File: src/rtl/rom3to8_pkg.sv
`default_nettype none
// ============================================================================
//  Module      : rom3to8_pkg
//  Description : Shared constants, word type and content tables for the
//                8 x 8-bit synchronous lookup ROM.
//  Revision    : 1.0 - initial release
// ============================================================================
package rom3to8_pkg;

    localparam int ADDR_W = 3;
    localparam int DATA_W = 8;
    localparam int DEPTH  = 2 ** ADDR_W;

    typedef logic [DATA_W-1:0] rom_word_t;

    // Content selectors for INIT_MODE
    localparam int C_MODE_ONEHOT = 0;
    localparam int C_MODE_THERMO = 1;

    // Entry i = 1 << i
    localparam rom_word_t ONEHOT_TABLE [0:DEPTH-1] = '{
        8'h01, 8'h02, 8'h04, 8'h08, 8'h10, 8'h20, 8'h40, 8'h80
    };

    // Entry i = (2 << i) - 1
    localparam rom_word_t THERMO_TABLE [0:DEPTH-1] = '{
        8'h01, 8'h03, 8'h07, 8'h0F, 8'h1F, 8'h3F, 8'h7F, 8'hFF
    };

    // Full-case lookup; out-of-range or unknown addresses read as zero.
    function automatic rom_word_t rom_lookup(input logic mode, input logic [ADDR_W-1:0] addr);
        rom_word_t w_word;
        w_word = 8'h00;
        case (addr)
            3'd0:    w_word = mode ? THERMO_TABLE[0] : ONEHOT_TABLE[0];
            3'd1:    w_word = mode ? THERMO_TABLE[1] : ONEHOT_TABLE[1];
            3'd2:    w_word = mode ? THERMO_TABLE[2] : ONEHOT_TABLE[2];
            3'd3:    w_word = mode ? THERMO_TABLE[3] : ONEHOT_TABLE[3];
            3'd4:    w_word = mode ? THERMO_TABLE[4] : ONEHOT_TABLE[4];
            3'd5:    w_word = mode ? THERMO_TABLE[5] : ONEHOT_TABLE[5];
            3'd6:    w_word = mode ? THERMO_TABLE[6] : ONEHOT_TABLE[6];
            3'd7:    w_word = mode ? THERMO_TABLE[7] : ONEHOT_TABLE[7];
            default: w_word = 8'h00;
        endcase
        return w_word;
    endfunction

endpackage
`default_nettype wire

File: src/rtl/rom3to8_table.sv
`default_nettype none
// ============================================================================
//  Module      : rom3to8_table
//  Description : Purely combinational address -> word lookup. The content
//                set (one-hot or thermometer) is fixed by INIT_MODE.
//  Revision    : 1.0 - initial release
// ============================================================================
module rom3to8_table
    import rom3to8_pkg::*;
#(
    parameter int INIT_MODE = 0
) (
    input  logic [ADDR_W-1:0] i_address,
    output rom_word_t         o_word
);

    // Any INIT_MODE other than 1 falls back to the one-hot table.
    localparam logic C_MODE = (INIT_MODE == C_MODE_THERMO) ? 1'b1 : 1'b0;

    // Constant-mode table read; the mode term folds away at elaboration.
    always_comb begin
        o_word = rom_lookup(C_MODE, i_address);
    end

endmodule
`default_nettype wire

File: src/rtl/rom3to8_sync.sv
`default_nettype none
// ============================================================================
//  Module      : rom3to8_sync
//  Description : Synchronous 8 x 8-bit lookup ROM with chip select. Output
//                word, valid flag and even-parity bit are registered with a
//                single cycle of latency.
//  Revision    : 1.0 - initial release
// ============================================================================
module rom3to8_sync
    import rom3to8_pkg::*;
#(
    parameter int DATA_W    = 8,
    parameter int ADDR_W    = 3,
    parameter int INIT_MODE = 0
) (
    input  logic              clk,
    input  logic              rst_n,
    input  logic [ADDR_W-1:0] address,
    input  logic              sel,
    output logic [DATA_W-1:0] data,
    output logic              data_valid,
    output logic              parity
);

    rom_word_t         w_table_word;
    logic [DATA_W-1:0] w_data_d;
    logic              w_valid_d;
    logic              w_parity_d;
    logic [DATA_W-1:0] r_data_q;
    logic              r_valid_q;
    logic              r_parity_q;

    rom3to8_table #(
        .INIT_MODE (INIT_MODE)
    ) u_table (
        .i_address (address),
        .o_word    (w_table_word)
    );

    // Select gating: a deselected read forces zero so address X/Z never reaches data.
    always_comb begin
        w_data_d   = '0;
        w_valid_d  = 1'b0;
        if (sel) begin
            w_data_d  = w_table_word;
            w_valid_d = 1'b1;
        end
        w_parity_d = ^w_data_d;
    end

    // Output register stage with asynchronous clear.
    always_ff @(posedge clk or negedge rst_n) begin
        if (!rst_n) begin
            r_data_q   <= '0;
            r_valid_q  <= 1'b0;
            r_parity_q <= 1'b0;
        end else begin
            r_data_q   <= w_data_d;
            r_valid_q  <= w_valid_d;
            r_parity_q <= w_parity_d;
        end
    end

    assign data       = r_data_q;
    assign data_valid = r_valid_q;
    assign parity     = r_parity_q;

endmodule
`default_nettype wire

File: config.mk
export PLATFORM = sky130hd
export DESIGN_NAME = rom3to8_sync
export DESIGN_NICKNAME = d
export VERILOG_FILES = /design/src/rtl/rom3to8_pkg.sv /design/src/rtl/rom3to8_table.sv /design/src/rtl/rom3to8_sync.sv
export SDC_FILE = /design/constraint.sdc
export NUM_CORES = 1
export LEC_CHECK = 0
export BUFFER_PORTS_ARGS = -buffer_cell sky130_fd_sc_hd__buf_2
export CAP_MARGIN = 20
export CELL_PAD_IN_SITES_DETAIL_PLACEMENT = 0
export CELL_PAD_IN_SITES_GLOBAL_PLACEMENT = 1
export CORE_AREA = 2 2 45 47
export CTS_CLUSTER_DIAMETER = 40
export DETAILED_ROUTE_END_ITERATION = 7
export DIE_AREA = 0 0 47 49
export MAX_ROUTING_LAYER = met4
export PLACE_DENSITY_LB_ADDON = 0.1
export SYNTH_ARGS = -nofsm -noshare
export SYNTH_HDL_FRONTEND = slang
export SYNTH_HIERARCHICAL = 1
export SYNTH_SLANG_ARGS = --single-unit
export TNS_END_PERCENT = 20
File: constraint.sdc
create_clock -name clk -period 0.8 [get_ports clk]
set_clock_uncertainty 0.05 [all_clocks]
set_input_delay 0 -clock clk [delete_from_list [all_inputs] [get_ports clk]]
set_output_delay 0 -clock clk [all_outputs]
set_load 0.05 [all_outputs]
Word level (Yosys, flattened, before mapping) --
Memory sizes are Yosys's and may differ from the RTL's. Index checks and enable logic that the tools add are counted.
Word-level totals: word-level logic and storage cells 7, bits in read-only memories 64, memories kept 1, register bits after elaboration 10, bits of input ports 6, output and inout bits 10
Memories:
- (no name shown) | depth 8, bits a word 8, read ports 1, clocked after Yosys merged registers in 0, wr ports 0, RTL line rom3to8_pkg.sv:34 | case (addr)
Operators by class: muxes and demuxes 2, reduce and logical (&&, ||, !) cells 1
Operators with widths (number):
- $mux W8 | 1
- $reduce_xor A8 Y1 | 1
- $mux W1 | 1

Depth between registers and ports, before layout --
An unclocked memory read counts as a cell.
depth after elaboration 3, gate-level depth with buffers 5, gate-level depth less buffers 5

Modules after synthesis --
The synthesis kept the hierarchy.
By module, submodules not included:
- rom3to8_sync | cells an instance 26, area an instance 369.1 um^2, seq. area each 250.2 um^2, instances 1
- rom3to8_table | cells an instance 8, area an instance 65.1 um^2, seq. area each 0.0 um^2, instances 1

Worst setup path before layout --
OpenSTA, ideal clock, no wires.
kind in2reg, start point input port address[0], end point register r_parity_q, in the netlist parity, path buffers 0, stages 5, setup time 0.119 ns, setup slack -0.160 ns, data required time 0.631 ns, arrival time 0.791 ns, cells stage by stage nor3b_1 > xor2_1 > xnor2_1 > xnor2_1 > and2_1
Between the ends: word-level cells in the longest chain between the ends 3
RTL lines:
- from (decl) | RTL line rom3to8_sync.sv:18 | input logic [ADDR_W-1:0] address,
- $mem_v2 Z8 W8
- $mux W8 | RTL line rom3to8_sync.sv:44 | if (sel) begin
- $reduce_xor A8 Y1 | RTL line rom3to8_sync.sv:48 | w_parity_d = ^w_data_d;
- named net w_parity_d | RTL line rom3to8_sync.sv:28 | logic w_parity_d;
- to (signal assigned) | RTL line rom3to8_sync.sv:60 | r_parity_q <= w_parity_d;
- to (decl) | RTL line rom3to8_sync.sv:31 | logic r_parity_q;
The timed path passes the listed nets, and every way through them passes these cells.

Final worst setup path --
start point register r_data_q[7], in the netlist data[7], end point output port data[7]
RTL lines:
- from (decl) | RTL line rom3to8_sync.sv:29 | logic [DATA_W-1:0] r_data_q;
- from (signal assigned) | RTL line rom3to8_sync.sv:58 | r_data_q <= w_data_d;
- to (decl) | RTL line rom3to8_sync.sv:20 | output logic [DATA_W-1:0] data,
No word-level cell between the ends.

==> flow_summary.ini <==
[detailed_routing]
drt_first_pass_iters = 1
drt-met1-wl_um = 352
top_signal_layer_used = met3
detail_route.drc_violations = 0
ant_nets = 0
routed_via_density = 3.76
routedWlPerCell_um = 9.79
routed-via-count = 320
detail_route.wirelength_um = 832
met3WireLength_um = 65
dr.first_iter.drc_count = 0
route.met2.wl_um = 414

[power]
p_comb_share_pct = 22.9
worst_ir_drop_vdd_mv = 0.485
power.leakage_nw = 0.355
power_frac_clock_pct = 34.4
p_total_mw = 1.26
netSwitchingFraction_pct = 25.5
total_switching_power_mw = 0.320
sequentialPowerShare_pct = 42.7
power_density_mw_per_mm2 = 1690
intPower_mw = 0.937

[critical_path]
required_ns = 0.75
crit_path_max_incr_delay_ns = 0.38
worst_path_max_delay_cell = sky130_fd_sc_hd__dfrtp_1
crit_path_start_kind = register
worstSetupPathType = register to output port
worst_setup_path_end_kind = output port
worstPathMaxFanout = 1
critical_path.cell_chain = buf_6
critPathTopFamily = flip-flops
worst-endpoint-arrival_ns = 0.79
worstPathBufferInverterCount = 1

[sta]
timing_hold_violations_final = 1
setup_ws_ns = -0.0399
fin_tns_setup_ns = -0.333
fmax_ghz = 1.19
transition_time_at_the_pin_with_the_least_slew_margin_ns = 0.205
final_min_period_over_clock_period_pct = 105
hold_slack_ns = -0.00327
drv_slew = 0
final-setup-viol-count = 11
max-slew-margin-rel_pct = 86.2
fin_crit_ns = 0.840
unrepaired_setup_endpoints_after_global_routing = true

[placed_design]
gpl.final_weighted_congestion = 0.660
place_ws_ns = -0.385
numPortBuffers = 15
place_inst = 78
hpwlAfterDp_um = 684

[floorplan]
io_pins = 16
die_y_um = 49
floorplan.core_area_mm2 = 0.00184
rows = 16
design.die.area_mm2 = 0.00230
floorplan.initialDensity_pct = 23.6
die-width_um = 47

[layout]
final_layout_size_suffix_gt1_share_pct = 53.4
filler_cell_count = 197
nNetsFinal = 65
final_cells = 85
multi_input_area_um2 = 210
antenna_cells = 0
areaGrowthSynthToFinish_pct = 70.9
final-seq-area_um2 = 250

[clock_tree]
cts_max_path_buffers = 2
cts_buffers = 3
htree_levels = 1
cts_clk_pin_slew_worst_paths_ns = 0.06
tritoncts = built
buffer_type_at_the_clock_tree_root = sky130_fd_sc_hd__clkbuf_4
cts.sink_count = 10
hold_buffers = 2

[synthesis]
post_synth_fa_ha_maj_area_fraction_pct = 0
syn-instance-count = 34
muxShareOfSynthArea_pct = 0
synthDistinctLibCells = 9
post-synth-top-area-fraction_pct = 57.6
yosysWarnings = 6
largest_family_of_logic_cells_by_synthesized_area = simple AND/OR/NAND/NOR gates
netlist_area_um2 = 434
synth-simple-area-share_pct = 28.2
yosys.area.top_type = sky130_fd_sc_hd__dfrtp_1
syn_avg_cell_area_um2 = 12.8
post_synth_xor_area_fraction_pct = 14.1
yosysSeqAreaShare_pct = 57.6
synth_area_leaders = sky130_fd_sc_hd__dfrtp_1 (58%), sky130_fd_sc_hd__xnor2_1 (12%), sky130_fd_sc_hd__and2_1 (12%)
synth_seq_cells = 10
synth_compound_gate_area_share_pct = 0
syn_nets = 40

[outcome]
status = finished, violations left
violated_checks = hold timing, setup timing

[grt]
antenna_violations_before_repair = 0
groute.usage.overall_pct = 8.35
grt.overflow.total = 0
vias_in_the_first_global_route = 313
grt_pass1_wl_um = 1310
pin_count_of_the_biggest_net_entering_global_routing = 11

[hold_path]
worst_hold_check_path_type = input port to register
hold_path_depth = 3
hold-path-endpoint = data[4]$_DFF_PN0_
min_from = address[1]

[flow_run]
maxCapViolCount = 0
sequential cells by signal, indices dropped and copies added (netlist names):
name	cells
data_valid	1
data	8
parity	1
power groups by stage:
stage	sequential (mW)	clock (mW)	combinational, mW
after floorplan	0.622	0	0.0762
after global placement	0.540	0	0.228
after detailed placement	0.541	0	0.235
after CTS	0.537	0.457	0.293
after global routing	0.539	0.480	0.308
final	0.537	0.433	0.287
cell usage after synthesis, drive strengths merged:
master and instances:
and3 1, and2 9, nor3 1, xnor2 6, xor2 1, and3b 3, dfrtp 10, nor3b 3
logic make-up after synthesis:
logic type                count (synthesis)
and+or+nand+nor                          17
xor gates and xnor gates                  7
DFF                                      10
worst min-delay path: stages:
cell,delay (ns)
sky130_fd_sc_hd__buf_12,0.09
sky130_fd_sc_hd__nor3b_4,0.04
sky130_fd_sc_hd__and2_1,0.13
through the flow:
stage,instance area (um^2),util [%]
2_1_floorplan,454,-
3_3_place_gp,578,31.4
3_5_place_dp,578,31.4
4_1_cts,742,40.3
5_1_grt,742,40.3
6_report,742,40.3
cells in the final DEF, fill, tap and decap left out:
cell	instances
sky130_fd_sc_hd__buf_2	2
sky130_fd_sc_hd__xnor2_1	6
sky130_fd_sc_hd__buf_12	1
sky130_fd_sc_hd__buf_4	3
sky130_fd_sc_hd__and2_1	8
sky130_fd_sc_hd__dfrtp_1	10
sky130_fd_sc_hd__buf_8	1
sky130_fd_sc_hd__buf_6	11
sky130_fd_sc_hd__dlygate4sd3_1	2
sky130_fd_sc_hd__nor3b_4	1
sky130_fd_sc_hd__clkbuf_8	1
sky130_fd_sc_hd__nor3b_2	2
sky130_fd_sc_hd__xor2_1	1
sky130_fd_sc_hd__and3b_2	3
sky130_fd_sc_hd__and2_2	1
sky130_fd_sc_hd__clkbuf_4	3
sky130_fd_sc_hd__nor3_2	1
sky130_fd_sc_hd__and3_2	1
worst max-delay path by stage:
stage	from	endpoint	depth (start not counted)
4_1_cts	data[7]$_DFF_PN0_	data[7]	1
6_report	data[7]$_DFF_PN0_	data[7]	1
3_5_place_dp	address[2]	parity$_DFF_PN0_	6
2_1_floorplan	address[2]	parity$_DFF_PN0_	5
5_1_grt	data[3]$_DFF_PN0_	data[3]	1
3_3_place_gp	address[2]	parity$_DFF_PN0_	6
per-layer routing:
layer  track usage [%]  vias to the layer above
li1                  -                      159
met1              8.62                      146
met2              12.6                       15
met3              2.22                        0
met4              6.94                        0
met5                 -                        -
cell type report:
| type | count | area share (%) |
|---|---|---|
| Tap cell | 27 | 4.55 |
| Sequential cell | 10 | 33.7 |
| Clock buffer | 4 | 4.89 |
| Multi-Input combinational cell | 24 | 28.3 |
| Timing Repair Buffer | 20 | 28.5 |
repair_timing:
action,in CTS,in global routing
setup buffers,1,0
setup endpoints to repair,11,11
resized for setup,30,0
pin swaps,5,0
endpoints found under the hold margin,12,1
Power figures use the tool's default switching activity.
